==> src/rtl/packet_pkg.sv <==
// packet_pkg: packet format shared by packet_gen and packet_rx.
package packet_pkg;
    localparam int         PKT_W        = 13;
    localparam logic [1:0] DEST_INVALID = 2'd3;
    localparam int         NUM_DEST     = 3;

    typedef struct packed {
        logic [1:0] dest_addr;
        logic [1:0] packet_type;
        logic [7:0] payload;
        logic       eop_flag;
    } packet_t;

    function automatic logic pkt_is_valid(packet_t p);
        return (p.dest_addr != DEST_INVALID) && p.eop_flag;
    endfunction
endpackage

==> src/rtl/sync_fifo.sv <==
// sync_fifo: single-clock FIFO with occupancy counter; DEPTH must be a power of two.
module sync_fifo #(
    parameter int WIDTH = 8,
    parameter int DEPTH = 4
) (
    input  logic                     clk,
    input  logic                     rst,
    input  logic                     push,
    input  logic [WIDTH-1:0]         din,
    input  logic                     pop,
    output logic [WIDTH-1:0]         dout,
    output logic                     full,
    output logic                     empty,
    output logic [$clog2(DEPTH):0]   count
);
    localparam int AW = $clog2(DEPTH);

    logic [WIDTH-1:0] mem_q [DEPTH];
    logic [AW-1:0]    wr_q, wr_d, rd_q, rd_d;
    logic [AW:0]      cnt_q, cnt_d;
    logic             do_push, do_pop;

    assign full    = cnt_q == (AW+1)'(DEPTH);
    assign empty   = cnt_q == '0;
    assign count   = cnt_q;
    assign dout    = mem_q[rd_q];
    assign do_push = push && !full;
    assign do_pop  = pop && !empty;

    // Pointers wrap naturally because DEPTH is a power of two.
    always_comb begin
        wr_d  = do_push ? wr_q + 1'b1 : wr_q;
        rd_d  = do_pop ? rd_q + 1'b1 : rd_q;
        cnt_d = cnt_q + (AW+1)'(do_push) - (AW+1)'(do_pop);
    end

    always_ff @(posedge clk) begin
        if (rst) begin
            wr_q  <= '0;
            rd_q  <= '0;
            cnt_q <= '0;
        end else begin
            wr_q  <= wr_d;
            rd_q  <= rd_d;
            cnt_q <= cnt_d;
        end
    end

    always_ff @(posedge clk) begin
        if (do_push) mem_q[wr_q] <= din;
    end
endmodule

==> src/rtl/packet_rx.sv <==
// packet_rx: checks incoming packets, buffers good ones and routes the FIFO head
// to one of three destinations; bad packets are dropped and counted.
module packet_rx
    import packet_pkg::*;
#(
    parameter int FIFO_DEPTH = 4,
    parameter int CNT_W      = 16
) (
    input  logic                clk,
    input  logic                rst,
    input  logic                src_valid,
    output logic                src_ready,
    input  logic [PKT_W-1:0]    packet,
    output logic [NUM_DEST-1:0] dst_valid,
    input  logic [NUM_DEST-1:0] dst_ready,
    output logic [1:0]          dst_type,
    output logic [7:0]          dst_payload,
    output logic [CNT_W-1:0]    rx_cnt,
    output logic [CNT_W-1:0]    drop_cnt
);
    packet_t                     in_pkt, head_pkt;
    logic [PKT_W-1:0]            head_raw;
    logic                        full, empty, accept, good, bad, pop;
    logic [$clog2(FIFO_DEPTH):0] occ;
    logic [CNT_W-1:0]            rx_cnt_q, rx_cnt_d, drop_cnt_q, drop_cnt_d;

    assign in_pkt    = packet_t'(packet);
    assign head_pkt  = packet_t'(head_raw);
    assign src_ready = !rst && !full;
    assign accept    = src_valid && src_ready;
    assign good      = accept && pkt_is_valid(in_pkt);
    assign bad       = accept && !pkt_is_valid(in_pkt);
    assign pop       = (occ != '0) && |(dst_valid & dst_ready);

    // Head dest is never 3 since invalid packets never enter the FIFO.
    always_comb begin
        dst_valid   = empty ? '0 : NUM_DEST'(1 << head_pkt.dest_addr);
        dst_type    = empty ? '0 : head_pkt.packet_type;
        dst_payload = empty ? '0 : head_pkt.payload;
        rx_cnt_d    = rx_cnt_q + CNT_W'(good && !(&rx_cnt_q));
        drop_cnt_d  = drop_cnt_q + CNT_W'(bad && !(&drop_cnt_q));
    end

    always_ff @(posedge clk) begin
        if (rst) begin
            rx_cnt_q   <= '0;
            drop_cnt_q <= '0;
        end else begin
            rx_cnt_q   <= rx_cnt_d;
            drop_cnt_q <= drop_cnt_d;
        end
    end

    assign rx_cnt   = rx_cnt_q;
    assign drop_cnt = drop_cnt_q;

    sync_fifo #(.WIDTH(PKT_W), .DEPTH(FIFO_DEPTH)) u_fifo (
        .clk   (clk),
        .rst   (rst),
        .push  (good),
        .din   (packet),
        .pop   (pop),
        .dout  (head_raw),
        .full  (full),
        .empty (empty),
        .count (occ)
    );
endmodule
==> config.mk <==
export PLATFORM = sky130hd
export DESIGN_NAME = packet_rx
export DESIGN_NICKNAME = d
export VERILOG_FILES = /design/src/rtl/packet_pkg.sv /design/src/rtl/sync_fifo.sv /design/src/rtl/packet_rx.sv
export SDC_FILE = /design/constraint.sdc
export NUM_CORES = 1
export LEC_CHECK = 0
export CAP_MARGIN = 0
export CORE_AREA = 10 10 115 117
export CTS_BUF_LIST = sky130_fd_sc_hd__clkbuf_2
export CTS_CLUSTER_DIAMETER = 40
export DETAILED_ROUTE_END_ITERATION = 6
export DIE_AREA = 0 0 125 127
export GPL_TIMING_DRIVEN = 0
export PLACE_DENSITY = 0.58
export SLEW_MARGIN = 20
export SYNTH_ARGS = -nofsm -noshare
export SYNTH_HDL_FRONTEND = slang
export SYNTH_SLANG_ARGS = --single-unit
==> constraint.sdc <==
create_clock -name clk -period 3.41 [get_ports clk]
set_clock_uncertainty 0.15 [all_clocks]
set_input_delay 1.023 -clock clk [delete_from_list [all_inputs] [get_ports clk]]
set_output_delay 1.023 -clock clk [all_outputs]
set_load 0.01 [all_outputs]
==> results of run 1 <==
metrics by stage:
stage / power, W / TNS [ns]
2_1_floorplan: 0.00162 / 0
3_3_place_gp: 0.00191 / -26.50
3_5_place_dp: 0.00193 / -27.12
4_1_cts: 0.00253 / 0
5_1_grt: 0.00266 / -0.0149
6_report: 0.00250 / 0
sequential cells by signal (all words and copies together), names as in the netlist, named ones only:
signal        flops
u_fifo.rd_q       2
u_fifo.count      3
u_fifo.mem_q     48
u_fifo.wr_q       2
drop_cnt         16
rx_cnt           16
where the power goes:
part           switching (W)  internal [W]
Combinational       0.000325      0.000345
Clock               0.000373      0.000250
Sequential         0.0000364       0.00118
cell usage in the layout (no fill, tap or decap), types with 2 or more instances in the layout:
cell type	count
clkdlybuf4s50_1	50
edfxtp_1	48
dfxtp_1	40
nor2_1	29
xor2_1	19
nor2b_1	16
nand4_1	14
clkbuf_2	13
mux4_2	12
nand2_1	10
ha_1	10
clkdlybuf4s15_1	10
inv_1	9
clkbuf_1	8
a21oi_1	8
and2_1	7
nand3_1	7
o21ai_0	6
or3_1	6
and4_1	4
xnor2_1	4
mux2_1	3
buf_4	2
mux2i_1	2
nor3_1	2
and3_1	2
o31ai_1	2
or4_1	2
bufinv_16	2
clkinvlp_4	2
clkinv_4	2
dlygate4sd2_1	2
cells by family (layout without fill, tap and decap cells):
| family | count (synthesis) | after routing | synth area share |
|---|---|---|---|
| multiplexers | 17 | 17 | 0.0868 |
| adder cells (fa/ha/maj) | 11 | 11 | 0.0389 |
| AO/OA/AOI/OAI | 20 | 20 | 0.0355 |
| flip-flops | 89 | 89 | 0.606 |
| XOR/XNOR | 23 | 23 | 0.0539 |
| AND/OR/NAND/NOR | 108 | 108 | 0.158 |
| buffers and inverters | 21 | 102 | 0.0214 |
what timing repair did:
| action | in CTS | in global routing |
|---|---|---|
| cloned | 0 | 0 |
| endpoints found under the hold margin | 0 | 0 |
| setup endpoints to repair | 18 | 15 |
| gates resized for setup | 26 | 19 |
| buffers inserted | 1 | 0 |
per-layer routing:
layer | GRT usage | vias to the layer above | routed length, µm
met5 | 0 | - | 0
li1 | - | 1199 | -
met2 | 0.157 | 58 | 3600
met3 | 0.0455 | 9 | 646
met1 | 0.123 | 1202 | 3610
met4 | 0.0346 | 0 | 87
worst max-delay path by stage:
stage,to,slack (ns),cells past startpoint
after global placement,rx_cnt[15],-0.83,10
after CTS,rx_cnt[15],0.02,10
final,src_ready,0.08,3
after floorplan,rx_cnt[15],0.26,9
after detailed placement,rx_cnt[15],-0.86,10
after global routing,rx_cnt[15],-0.01,10
area by class of cell:
| type | count | area (µm²) |
|---|---|---|
| inverters | 9 | 33.8 |
| clock inverters | 7 | 104 |
| plain buffers | 12 | 67.6 |
| flip-flops and latches | 89 | 2270 |
| well taps | 143 | 179 |
| multi-input cells | 179 | 1410 |
| fillers | 1079 | 6380 |
| repair buffers | 65 | 636 |
| clock buffers | 9 | 45.0 |
critical path, cell delays in order:
cell and delay [ns]:
dlygate4sd2_1 0.33, nor2_2 0.22, clkdlybuf4s50_1 0.58
==> impl_metrics.env, run 1 <==
export IMPL_setup_violations=0
export IMPL_async_reset_ff_frac=0
export IMPL_h_tree_depth=3
export IMPL_cts_hold_buffers=0
export IMPL_cp_end_kind="output port"
export IMPL_fin_cells=513
export IMPL_finalHoldViolCount=0
export IMPL_core_area_um2=11100
export IMPL_die_w_um=125
export IMPL_fin_util=0.426
export IMPL_path_max_fanout=7
export IMPL_ir_worst_vdd_mv=0.245
export IMPL_regToRegSetupSlack_ns=0.47
export IMPL_synth_warnings=0
export IMPL_status="finished clean"
export IMPL_fmax_mhz=301
export IMPL_synth_common_cells="48 x edfxtp_1, 41 x dfxtp_1, 30 x nor2_1, 19 x xor2_1, 16 x nor2b_1"
export IMPL_synth_edff_count=48
export IMPL_synthFlopType="edfxtp_1"
export IMPL_clkTransAtPathRegs_ns=0.26
export IMPL_avgSynthCellArea_um2=12.9
export IMPL_tightest_slew_ns=0.666
export IMPL_p_per_area_nw_per_um2=528
export IMPL_min_period_ns=3.33
export IMPL_min_delay_path_class="flip-flop to flip-flop"
export IMPL_cp_required_ns=2.24
export IMPL_preCtsSetupSlack_ns=-0.861
export IMPL_synthDistinctLibCells=35
export IMPL_drt_first_iter_violations=83
export IMPL_grt_ovfl_total=0
export IMPL_clock_sinks=89
export IMPL_clk_latency_ns=0.51
export IMPL_ios=65
export IMPL_design_area_um2=4740
export IMPL_dpl_hpwl_um=5600
export IMPL_rows=39
export IMPL_area_growth_pct=26.9
export IMPL_final_layout_size_suffix_gt1_frac=0.119
export IMPL_min_delay_start="drop_cnt[13]"
export IMPL_routedWlPerCell_um=15.5
export IMPL_drc=0
export IMPL_hold_end="drop_cnt[13]"
export IMPL_root_buffer="clkbuf_2"
export IMPL_drv_cap=0
export IMPL_antenna_found_initial=0
export IMPL_setup_worst_path_start="rst"
export IMPL_cts_tree="built"
export IMPL_cts_buffers=9
export IMPL_yosysTopAreaCell="edfxtp_1"
export IMPL_maxSlewHeadroom=0.556
export IMPL_viasPerCell=4.81
export IMPL_routed_wirelength_um=7940
export IMPL_ant_nets=0
export IMPL_placed_area_um2=4550
export IMPL_syn_cell_area_um2=3730
export IMPL_routabilityCongestion=0.693
export IMPL_setup_worst_path_start_class="primary input"
export IMPL_synth_seq_area_share=0.606
export IMPL_grt_use_total=0.101
export IMPL_diodes=0
export IMPL_synth_area_leaders="edfxtp_1 39%, dfxtp_1 22%, mux4_2 7.2%"
export IMPL_grt_pass1_wl_um=13300
export IMPL_whs_path_depth=2
export IMPL_via_count=2468
export IMPL_hold_worst_slack_ns=0.374
export IMPL_yosys_area_top_type_share=0.386
export IMPL_syn_nets=319
export IMPL_final_nets=395
export IMPL_portBuffers=64
export IMPL_worst_slack_ns=0.0850
export IMPL_crit_type="primary input to output port"
export IMPL_die_h_um=127
export IMPL_cp_arrival_ns=2.15
export IMPL_reg2reg_to="u_fifo.count[2]"
export IMPL_drv_slew=0
export IMPL_cts_buffer_depth=2
export IMPL_grt_max_degree=17
export IMPL_yosysMostFrequentCell="edfxtp_1"
export IMPL_drtPass1Iterations=4
export IMPL_ys_ff_latch=89
export IMPL_die_area_um2=15900
export IMPL_placed_cells=496
export IMPL_leakagePower_nw=1.61
export IMPL_synth_cells=289
export IMPL_period_share=0.975
export IMPL_ff2ff_path_depth=11
export IMPL_grt_pass1_vias=2623
export IMPL_start_util=0.336
Power figures use the tool's default switching activity.
==> run 2: changes to the inputs <==
Settings changed: PLACE_DENSITY 0.58 to 0.6.
Clock period 3.41 ns to 2.97 ns, I/O delays scaled along.
==> impl_metrics.env, run 2 (synthesis gave the netlist of run 1 again) <==
export IMPL_fmax_mhz=326
export IMPL_routabilityCongestion=0.729
export IMPL_final_layout_size_suffix_gt1_frac=0.214
export IMPL_violations="negative setup slack"
export IMPL_drv_slew=0
export IMPL_clk_latency_ns=0.54
export IMPL_status="finished, violations left"
export IMPL_clock_sinks=89
export IMPL_p_sw_frac=0.308
export IMPL_crit_type="flip-flop to output port"
export IMPL_regToRegSetupSlack_ns=-0.06
export IMPL_finalHoldViolCount=0
export IMPL_antenna_found_initial=0
export IMPL_cp_required_ns=1.93
export IMPL_min_period_ns=3.06
export IMPL_final_nets=408
export IMPL_viasPerCell=4.78
export IMPL_grt_ovfl_total=0
export IMPL_clkTransAtPathRegs_ns=0.26
export IMPL_h_tree_depth=3
export IMPL_rows=39
export IMPL_area_growth_pct=32.5
export IMPL_largest_register_ffs=48
export IMPL_cpMaxStageDelayCell="mux4_2"
export IMPL_cp_end_kind="output port"
export IMPL_grt_pass1_vias=2674
export IMPL_layout_commonest_cell="edfxtp_1"
export IMPL_ant_nets=0
export IMPL_cp_top_family="multiplexers"
export IMPL_cts_tree="built"
export IMPL_grt_max_degree=17
export IMPL_clkPwrFrac=0.205
export IMPL_dpl_hpwl_um=5680
export IMPL_routedWlPerCell_um=15.9
export IMPL_fin_util=0.445
export IMPL_min_delay_path_class="flip-flop to flip-flop"
export IMPL_drc=0
export IMPL_maxSlewHeadroom=0.554
export IMPL_start_util=0.336
export IMPL_path_depth=5
export IMPL_grt_pass1_wl_um=13800
export IMPL_drtPass1Iterations=4
export IMPL_placed_cells=496
export IMPL_leakagePower_nw=1.74
export IMPL_combPwrFrac=0.345
export IMPL_tightest_slew_ns=0.669
export IMPL_core_area_um2=11100
export IMPL_cts_buffer_depth=2
export IMPL_cp_arrival_ns=2.02
export IMPL_critical_path_buf_inv_count=2
export IMPL_ir_worst_vdd_mv=0.329
export IMPL_diodes=0
export IMPL_crit_end="dst_valid[0]"
export IMPL_final_cell_mix="48 x edfxtp_1, 47 x clkdlybuf4s50_1, 40 x dfxtp_1"
export IMPL_die_h_um=127
export IMPL_die_w_um=125
export IMPL_drt_first_iter_violations=58
export IMPL_portBuffers=64
export IMPL_via_count=2515
export IMPL_top_register="u_fifo.mem_q"
export IMPL_reg2reg_to="u_fifo.count[2]"
export IMPL_root_buffer="clkbuf_2"
export IMPL_die_area_um2=15900
export IMPL_pwr_share_seq=0.450
export IMPL_cts_hold_buffers=0
export IMPL_p_sw_w=0.000958
export IMPL_max_stage_delay_ns=0.50
export IMPL_ios=65
export IMPL_routed_wirelength_um=8340
export IMPL_period_share=1.03
export IMPL_setup_violations=14
export IMPL_ff2ff_path_depth=13
export IMPL_fin_cells=526
export IMPL_crit_chain="buf_6 > mux4_2 > or2_4 > nor2_1 > buf_2"
export IMPL_path_max_fanout=3
export IMPL_setup_worst_path_start_class="flip-flop"
export IMPL_rsz0062_at_grt="true"
export IMPL_cts_buffers=9
export IMPL_grt_use_total=0.106
export IMPL_worst_slack_ns=-0.0930
export IMPL_internal_power_w=0.00215
export IMPL_p_per_area_nw_per_um2=628
export IMPL_drv_cap=0
run 2: cell types whose count changed in the layout (fill, tap and decap cells not counted), sizes merged:
cell | previous run | this run
buf | 3 | 29
bufinv | 2 | 1
clkbuf | 21 | 20
clkdlybuf4s15 | 10 | 0
clkdlybuf4s50 | 50 | 47
clkinvlp | 2 | 1
dlygate4sd2 | 2 | 3
dlymetal6s2s | 0 | 1
inv | 10 | 11
run 2: per-layer routing:
layer | vias up | global-route usage | share of wire
li1 | 1226 | - | -
met1 | 1223 | 0.122 | 0.43
met2 | 62 | 0.171 | 0.48
met3 | 4 | 0.0587 | 0.087
met4 | 0 | 0.0203 | 0.0049
met5 | - | 0 | 0
run 2: area by class of cell:
cell class / instances / area (µm²)
fill: 1058 / 6180
sequential: 89 / 2270
multi-input combinational: 179 / 1530
timing repair buffer: 78 / 748
tap: 143 / 179
clock inverter: 6 / 75.1
buffer: 12 / 67.6
clock buffer: 10 / 50.0
inverter: 9 / 33.8
run 2: how the worst min path moves through the flow:
stage | start | to | slack [ns] | cells after the start
floorplan | u_fifo.count[2] | u_fifo.count[2] | 0.35 | 2
global placement | drop_cnt[15] | drop_cnt[15] | 0.33 | 2
detailed placement | rx_cnt[15] | rx_cnt[15] | 0.35 | 2
CTS | rx_cnt[15] | rx_cnt[15] | 0.38 | 2
global route | rx_cnt[15] | rx_cnt[15] | 0.43 | 2
finish | rx_cnt[15] | rx_cnt[15] | 0.38 | 2
run 2: timing repair:
item                                    in CTS  in global routing
pin swaps                                    4                  4
cloned                                       1                  0
gates resized for setup                     87                 18
setup buffers                                9                  4
endpoints found under the setup margin      23                 20
run 2: worst reg2reg max path, stage by stage, from the launching register on:
cell       delay, ns
dfxtp_4         0.41
buf_6           0.10
mux4_2          0.50
or2_4           0.25
buf_4           0.14
o2bb2ai_4       0.20
ha_4            0.22
inv_1           0.05
ha_1            0.13
inv_1           0.05
fa_2            0.33
xor2_1          0.19
xnor2_1         0.14
nor2_1          0.05
run 2: metrics by stage:
stage | TNS [ns] | power (W) | hold WS [ns] | setup slack [ns] | cell area [µm²]
after global routing | -2.81 | 0.00329 | 0.432 | -0.259 | 4950
after CTS | -1.74 | 0.00301 | 0.378 | -0.204 | 4850
after global placement | -42.08 | 0.00220 | 0.332 | -1.01 | 4560
final | -0.656 | 0.00311 | 0.377 | -0.0930 | 4950
after floorplan | 0 | 0.00186 | 0.349 | 0.0364 | 3740
after detailed placement | -43.92 | 0.00221 | 0.348 | -1.05 | 4560
run 2: power groups by stage:
stage	logic (W)	clock network [W]	registers, W
floorplan	0.000458	0	0.00140
global placement	0.000787	0	0.00141
detailed placement	0.000798	0	0.00141
CTS	0.000953	0.000663	0.00140
global route	0.00117	0.000716	0.00141
finish	0.00107	0.000637	0.00140
